File: src/rtl/output_display_pkg.sv
// Shared definitions for the OUT-register display driver: segment encodings,
// BCD-to-segment decode, conversion engine states and the displayed-result record.
package output_display_pkg;

    localparam logic [6:0] SEG_0     = 7'h3F;
    localparam logic [6:0] SEG_1     = 7'h06;
    localparam logic [6:0] SEG_2     = 7'h5B;
    localparam logic [6:0] SEG_3     = 7'h4F;
    localparam logic [6:0] SEG_4     = 7'h66;
    localparam logic [6:0] SEG_5     = 7'h6D;
    localparam logic [6:0] SEG_6     = 7'h7D;
    localparam logic [6:0] SEG_7     = 7'h07;
    localparam logic [6:0] SEG_8     = 7'h7F;
    localparam logic [6:0] SEG_9     = 7'h6F;
    localparam logic [6:0] SEG_MINUS = 7'h40;
    localparam logic [6:0] SEG_BLANK = 7'h00;

    localparam logic [3:0] BCD_ITER = 4'd8;

    typedef enum logic {
        ST_IDLE = 1'b0,
        ST_CONV = 1'b1
    } conv_state_t;

    typedef struct packed {
        logic       neg;
        logic [3:0] hundreds;
        logic [3:0] tens;
        logic [3:0] ones;
    } disp_t;

    function automatic logic [6:0] bcd_to_seg(input logic [3:0] nibble);
        logic [6:0] s;
        case (nibble)
            4'd0:    s = SEG_0;
            4'd1:    s = SEG_1;
            4'd2:    s = SEG_2;
            4'd3:    s = SEG_3;
            4'd4:    s = SEG_4;
            4'd5:    s = SEG_5;
            4'd6:    s = SEG_6;
            4'd7:    s = SEG_7;
            4'd8:    s = SEG_8;
            4'd9:    s = SEG_9;
            default: s = SEG_BLANK;
        endcase
        return s;
    endfunction

endpackage

File: src/rtl/output_display_bin2bcd_serial.sv
// Serial 8-bit binary to 3-digit BCD converter (shift-and-add-3), one bit per clock.
//
// state   | meaning
// ST_IDLE | no conversion running, result of last run already handed off
// ST_CONV | iterating; done pulses on the final step with the result on the BCD outputs
module bin2bcd_serial
    import output_display_pkg::*;
(
    input  logic       clk,
    input  logic       clear_n,
    input  logic       start,
    input  logic [7:0] bin,
    output logic       busy,
    output logic [3:0] hundreds,
    output logic [3:0] tens,
    output logic [3:0] ones,
    output logic       done
);

    conv_state_t state_q, state_d;
    logic [19:0] sr_q, sr_d;
    logic [3:0]  cnt_q, cnt_d;
    logic [19:0] step;

    always_ff @(posedge clk or negedge clear_n) begin
        if (!clear_n) begin
            state_q <= ST_IDLE;
            sr_q    <= '0;
            cnt_q   <= '0;
        end else begin
            state_q <= state_d;
            sr_q    <= sr_d;
            cnt_q   <= cnt_d;
        end
    end

    // Shift register layout: {hundreds, tens, ones, remaining binary bits}
    always_comb begin
        step = sr_q;
        if (step[19:16] >= 4'd5) step[19:16] = step[19:16] + 4'd3;
        if (step[15:12] >= 4'd5) step[15:12] = step[15:12] + 4'd3;
        if (step[11:8]  >= 4'd5) step[11:8]  = step[11:8]  + 4'd3;
        step = {step[18:0], 1'b0};
    end

    always_comb begin
        state_d = state_q;
        case (state_q)
            ST_IDLE: if (start) state_d = ST_CONV;
            ST_CONV: if (!start && cnt_q == 4'd1) state_d = ST_IDLE;
            default: state_d = ST_IDLE;
        endcase
    end

    // A start on the final step wins, so the interrupted result never escapes.
    always_comb begin
        busy  = (state_q == ST_CONV);
        done  = busy && !start && (cnt_q == 4'd1);
        sr_d  = sr_q;
        cnt_d = cnt_q;
        if (start) begin
            sr_d  = {12'd0, bin};
            cnt_d = BCD_ITER;
        end else if (busy) begin
            sr_d  = step;
            cnt_d = cnt_q - 4'd1;
        end
    end

    assign hundreds = step[19:16];
    assign tens     = step[15:12];
    assign ones     = step[11:8];

endmodule

File: src/rtl/output_display.sv
// 4-digit multiplexed 7-segment driver for the OUT register: sign/magnitude capture,
// serial decimal conversion, atomic result update and a free-running digit scanner.
module output_display
    import output_display_pkg::*;
#(
    parameter int SCAN_DIV       = 1024,
    parameter bit SEG_ACTIVE_LOW = 1'b0
) (
    input  logic       clk,
    input  logic       clear_n,
    input  logic       load,
    input  logic [7:0] value,
    input  logic       signed_mode,
    output logic [6:0] seg,
    output logic [3:0] digit_en,
    output logic       busy
);

    localparam int PW = (SCAN_DIV > 1) ? $clog2(SCAN_DIV) : 1;
    localparam logic [PW-1:0] PRE_MAX = PW'(SCAN_DIV - 1);

    logic          neg_in;
    logic [7:0]    mag;
    logic          conv_done;
    logic [3:0]    bcd_h, bcd_t, bcd_o;

    logic          neg_pend_q, neg_pend_d;
    disp_t         disp_q, disp_d;
    logic [PW-1:0] pre_q, pre_d;
    logic [1:0]    idx_q, idx_d;
    logic [6:0]    seg_q, seg_d;
    logic [3:0]    den_q, den_d;

    // 0x80 negates to itself, which is exactly the magnitude 128 we want.
    assign neg_in = signed_mode & value[7];
    assign mag    = neg_in ? (~value + 8'd1) : value;

    bin2bcd_serial u_bin2bcd (
        .clk      (clk),
        .clear_n  (clear_n),
        .start    (load),
        .bin      (mag),
        .busy     (busy),
        .hundreds (bcd_h),
        .tens     (bcd_t),
        .ones     (bcd_o),
        .done     (conv_done)
    );

    function automatic logic [6:0] digit_seg(input logic [1:0] idx, input disp_t d);
        logic [6:0] s;
        case (idx)
            2'd0:    s = bcd_to_seg(d.ones);
            2'd1:    s = (d.hundreds == 4'd0 && d.tens == 4'd0) ? SEG_BLANK : bcd_to_seg(d.tens);
            2'd2:    s = (d.hundreds == 4'd0) ? SEG_BLANK : bcd_to_seg(d.hundreds);
            default: s = d.neg ? SEG_MINUS : SEG_BLANK;
        endcase
        return s;
    endfunction

    always_comb begin
        neg_pend_d = load ? neg_in : neg_pend_q;
        disp_d     = disp_q;
        if (conv_done) begin
            disp_d.neg      = neg_pend_q;
            disp_d.hundreds = bcd_h;
            disp_d.tens     = bcd_t;
            disp_d.ones     = bcd_o;
        end
    end

    always_comb begin
        pre_d = pre_q + PW'(1);
        idx_d = idx_q;
        if (pre_q == PRE_MAX) begin
            pre_d = '0;
            idx_d = idx_q + 2'd1;
        end
    end

    // Segment and enable registers load from the same next-state so they never disagree.
    always_comb begin
        seg_d = digit_seg(idx_d, disp_d);
        den_d = 4'b0001 << idx_d;
    end

    always_ff @(posedge clk or negedge clear_n) begin
        if (!clear_n) begin
            neg_pend_q <= 1'b0;
            disp_q     <= '0;
            pre_q      <= '0;
            idx_q      <= 2'd0;
            seg_q      <= SEG_0;
            den_q      <= 4'b0001;
        end else begin
            neg_pend_q <= neg_pend_d;
            disp_q     <= disp_d;
            pre_q      <= pre_d;
            idx_q      <= idx_d;
            seg_q      <= seg_d;
            den_q      <= den_d;
        end
    end

    assign seg      = SEG_ACTIVE_LOW ? ~seg_q : seg_q;
    assign digit_en = SEG_ACTIVE_LOW ? ~den_q : den_q;

endmodule

File: config.mk
export PLATFORM = sky130hd
export DESIGN_NAME = output_display
export DESIGN_NICKNAME = d
export VERILOG_FILES = /design/src/rtl/output_display_pkg.sv /design/src/rtl/output_display_bin2bcd_serial.sv /design/src/rtl/output_display.sv
export SDC_FILE = /design/constraint.sdc
export NUM_CORES = 1
export LEC_CHECK = 0
export BUFFER_PORTS_ARGS = -buffer_cell sky130_fd_sc_hd__buf_2
export CAP_MARGIN = 20
export CORE_ASPECT_RATIO = 0.8
export CORE_UTILIZATION = 30
export CTS_CLUSTER_DIAMETER = 60
export DETAILED_ROUTE_END_ITERATION = 10
export GPL_ROUTABILITY_DRIVEN = 0
export HOLD_SLACK_MARGIN = 0.06
export PLACE_DENSITY = 0.56
export SLEW_MARGIN = 30
export SYNTH_ARGS = -nofsm -noshare
export SYNTH_HDL_FRONTEND = slang
export SYNTH_HIERARCHICAL = 1
export SYNTH_SLANG_ARGS = --single-unit
export TNS_END_PERCENT = 100
File: constraint.sdc
create_clock -name clk -period 3.4 [get_ports clk]
set_clock_uncertainty 0.2 [all_clocks]
set_input_delay 0.17 -clock clk [delete_from_list [all_inputs] [get_ports clk]]
set_output_delay 0.17 -clock clk [all_outputs]
set_load 0.005 [all_outputs]
==> results.json <==
{
  "max_freq_mhz": 314.2,
  "viasPerCell": 4.962,
  "leakage_nw": 2.178,
  "path_clk_slew_ps": 60,
  "post-route-period-util_pct": 93.62,
  "run_status": "finished clean",
  "synth_top_family_by_area": "simple AND/OR/NAND/NOR gates",
  "endpoint_kind": "flop",
  "cp_max_fo": 5,
  "hp-class": "in -> reg",
  "dp.cells": 558,
  "overflow": 0,
  "num_rows": 36,
  "place_hpwl_mm": 5.471,
  "port_buffers": 23,
  "postRouteAntennaNets": 0,
  "slowest_delay_ps": 570,
  "grt_use_total_pct": 13.22,
  "area_growth_pct": 20.88,
  "r2r_start": "u_bin2bcd/sr_q[16]$_DFFE_PN0P_",
  "cts_root_buf": "clkbuf_16",
  "synth_edf_count": 0,
  "post_drt_wl_per_cell_um": 13.68,
  "grt_start_max_net_pins": 63,
  "peakVddDrop_v": 0.0002769,
  "core-area_mm2": 0.01216,
  "synth_top_area_share_pct": 36.86,
  "critPathSlowestCell": "or4bb_4",
  "clockBufferDepth": 2,
  "syn_inst": 390,
  "start_util_pct": 30.70,
  "min-delay-start": "load",
  "maxSlewHeadroom_pct": 46.24,
  "numCtsBuffers": 9,
  "synth_compound_area_share_pct": 14.81,
  "hold_viol_final": 0,
  "required_ps": 3450,
  "crit_family": "compound AO/OA/AOI/OAI gates",
  "yosys_most_used_dff": "dfrtp_1",
  "synth_area_per_cell_um2": 9.573,
  "yosys.area_share.adder_pct": 7.373,
  "grt_pass1_wl_mm": 13.40,
  "synthXorXnorAreaFrac_pct": 4.926,
  "p_total_w": 0.003144,
  "maxCapViolations": 0,
  "yosys-top-cells-area": "dfrtp_1 (37%), ha_1 (7.4%), mux2i_1 (5.9%), dfstp_2 (4.9%), nand2_1 (3.8%)",
  "yosysWarningCount": 6,
  "nets": 463,
  "synth-seq-cells": 62,
  "synth_nets": 424,
  "ys_seq_area_share_pct": 41.79,
  "die_y_um": 101.8,
  "final_util_pct": 37.11,
  "drt-pass1-iter-count": 6,
  "routed_wl_mm": 8.015,
  "crit_path_start": "u_bin2bcd/sr_q[16]$_DFFE_PN0P_",
  "maxSlewViolCount": 0,
  "ys_top_cells_by_count": "dfrtp_1 (55), nand2_1 (38), nor2_1 (29)",
  "min_period_ps": 3183,
  "synth_simple_gate_area_share_pct": 17.26,
  "remaining_drc_errors": 0,
  "arrival_ps": 3240,
  "yosysMostFrequentCell": "dfrtp_1",
  "p_per_area_mw_per_mm2": 696.6,
  "ctsHtreeMaxLevel": 3,
  "finalNonFillerCells": 586,
  "synth_top_cell_by_area": "dfrtp_1",
  "drtIter0Drc": 143,
  "vias": 2908,
  "cts_sinks": 62,
  "setup_viol_count_final": 0,
  "die_area_mm2": 0.01290,
  "path_class": "reg -> reg",
  "fill_cells": 1212,
  "rsz0062_at_grt": "false",
  "syn_area_mm2": 0.003734,
  "cp-start-kind": "flop",
  "clock_latency_ps": 330,
  "io_pins": 24,
  "final_layout_size_suffix_gt1_share_pct": 18.66,
  "critical_path_buf_inv_count": 2,
  "grt_pass1_vias": 2755,
  "synthArstFlopShare_pct": 100.0,
  "die_w_um": 126.7,
  "worst_slew_pin_slew_ps": 806.4,
  "cts_tree": "yes",
  "ys_types": 57,
  "antenna_found_initial": 0,
  "synth.mux.area_fraction_pct": 8.747,
  "path_cells": "inv_1 -> ha_2 -> nand2b_1 -> a21oi_4 -> xnor2_1 -> mux2_2 -> inv_2 -> ha_4 -> or4bb_4 -> a221oi_4 -> a211oi_2 -> a22oi_1 -> o21ai_1",
  "diodes": 0
}
[cells in the final DEF, fill, tap and decap left out, types with 4 or more instances in the layout]
master,netlist,routed
nor3_1,6,5
buf_4,3,8
dfstp_2,7,7
inv_1,28,26
nand4_1,4,4
mux2_2,5,5
nand3_1,8,8
nor2_1,29,29
buf_2,2,23
a21oi_1,19,18
nand2_1,38,38
clkbuf_16,0,9
nor2b_1,4,4
o21ai_0,28,28
nand2b_1,9,9
mux2i_1,22,22
xor2_1,11,11
o221ai_1,5,5
a22oi_1,4,4
ha_1,22,20
dlygate4sd3_1,0,11
dfrtp_1,55,55
xnor2_1,10,10
[where the power goes]
part,internal [W],total [W],leakage [nW],switching (W)
Combinational,0.000516,0.00114,1.22,0.000623
Sequential,0.000898,0.000986,0.795,0.0000878
Clock,0.000681,0.00102,0.162,0.000338
Total,0.00209,0.00314,2.18,0.00105
[flip-flops by register name, indices dropped and copies added (netlist names)]
signal / count
idx_q: 2
pre_q: 10
u_bin2bcd/sr_q: 20
neg_pend_q: 1
u_bin2bcd/cnt_q: 4
seg: 7
disp_q: 13
digit_en: 4
u_bin2bcd/busy: 1
[worst paths after layout]
kind                                            endpoint  slack, ps  cells after the start
hold / removal             u_bin2bcd/sr_q[8]$_DFFE_PN0P_        200                      3
max in group asynchronous  u_bin2bcd/sr_q[1]$_DFFE_PN0P_       2120                      3
setup / recovery                        seg[4]$_DFF_PN1_        220                     13
hold reg to reg                       pre_q[0]$_DFF_PN0_        280                      1
setup reg to reg                        seg[4]$_DFF_PN1_        220                     13
min in group asynchronous           disp_q[11]$_DFF_PN0_        360                      3
[layout make-up]
| cell class | count | area [um2] | area share, % |
|---|---|---|---|
| repair buffers | 42 | 285.3 | 6.321 |
| clock buffers | 11 | 252.7 | 5.600 |
| multi-input cells | 285 | 2034 | 45.08 |
| inverters | 29 | 108.9 | 2.412 |
| flip-flops and latches | 62 | 1560 | 34.57 |
| well taps | 152 | 190.2 | 4.214 |
| clock inverters | 5 | 81.33 | 1.802 |
[per-layer routing]
metal / global-route usage [%] / up-vias / routed length, um
met2: 20.10 / 43 / 3623
met5: 0 / - / 0
met4: 5.678 / 0 / 174
li1: - / 1456 / -
met1: 17.83 / 1394 / 3973
met3: 3.487 / 15 / 244
[stage by stage]
| stage | setup WS (ps) | setup TNS [ps] | cell area (um2) | hold WS (ps) |
|---|---|---|---|---|
| after detailed placement | -25.18 | -67.69 | 4015 | 201.1 |
| final | 217.1 | 0 | 4513 | 204.2 |
| after CTS | 45.60 | 0 | 4463 | 191.4 |
| after global routing | 26.46 | 0 | 4513 | 231.5 |
| after floorplan | 231.2 | 0 | 3734 | -325.6 |
| after global placement | 148.8 | 0 | 4015 | 189.4 |
[logic make-up after synthesis]
kind of cell | after synthesis
XOR/XNOR | 21
AO/OA/AOI/OAI | 87
adder cells (fa/ha/maj) | 22
AND/OR/NAND/NOR | 125
flip-flops | 62
buffers and inverters | 43
multiplexers | 30
[repair_timing]
action | 4_1_cts | 5_1_grt
endpoints found under the hold margin | 64 | 0
resized for setup | 1 | 9
hold buffers | 11 | 0
pin swaps | 0 | 3
endpoints found under the setup margin | 7 | 7
setup buffers | 0 | 1
[worst min-delay path: cells and delay by family]
kind                   cells  cell delay, ps
and+or+nand+nor            1             140
buffers and inverters      2             370
(Power assumes the default switching activity.)
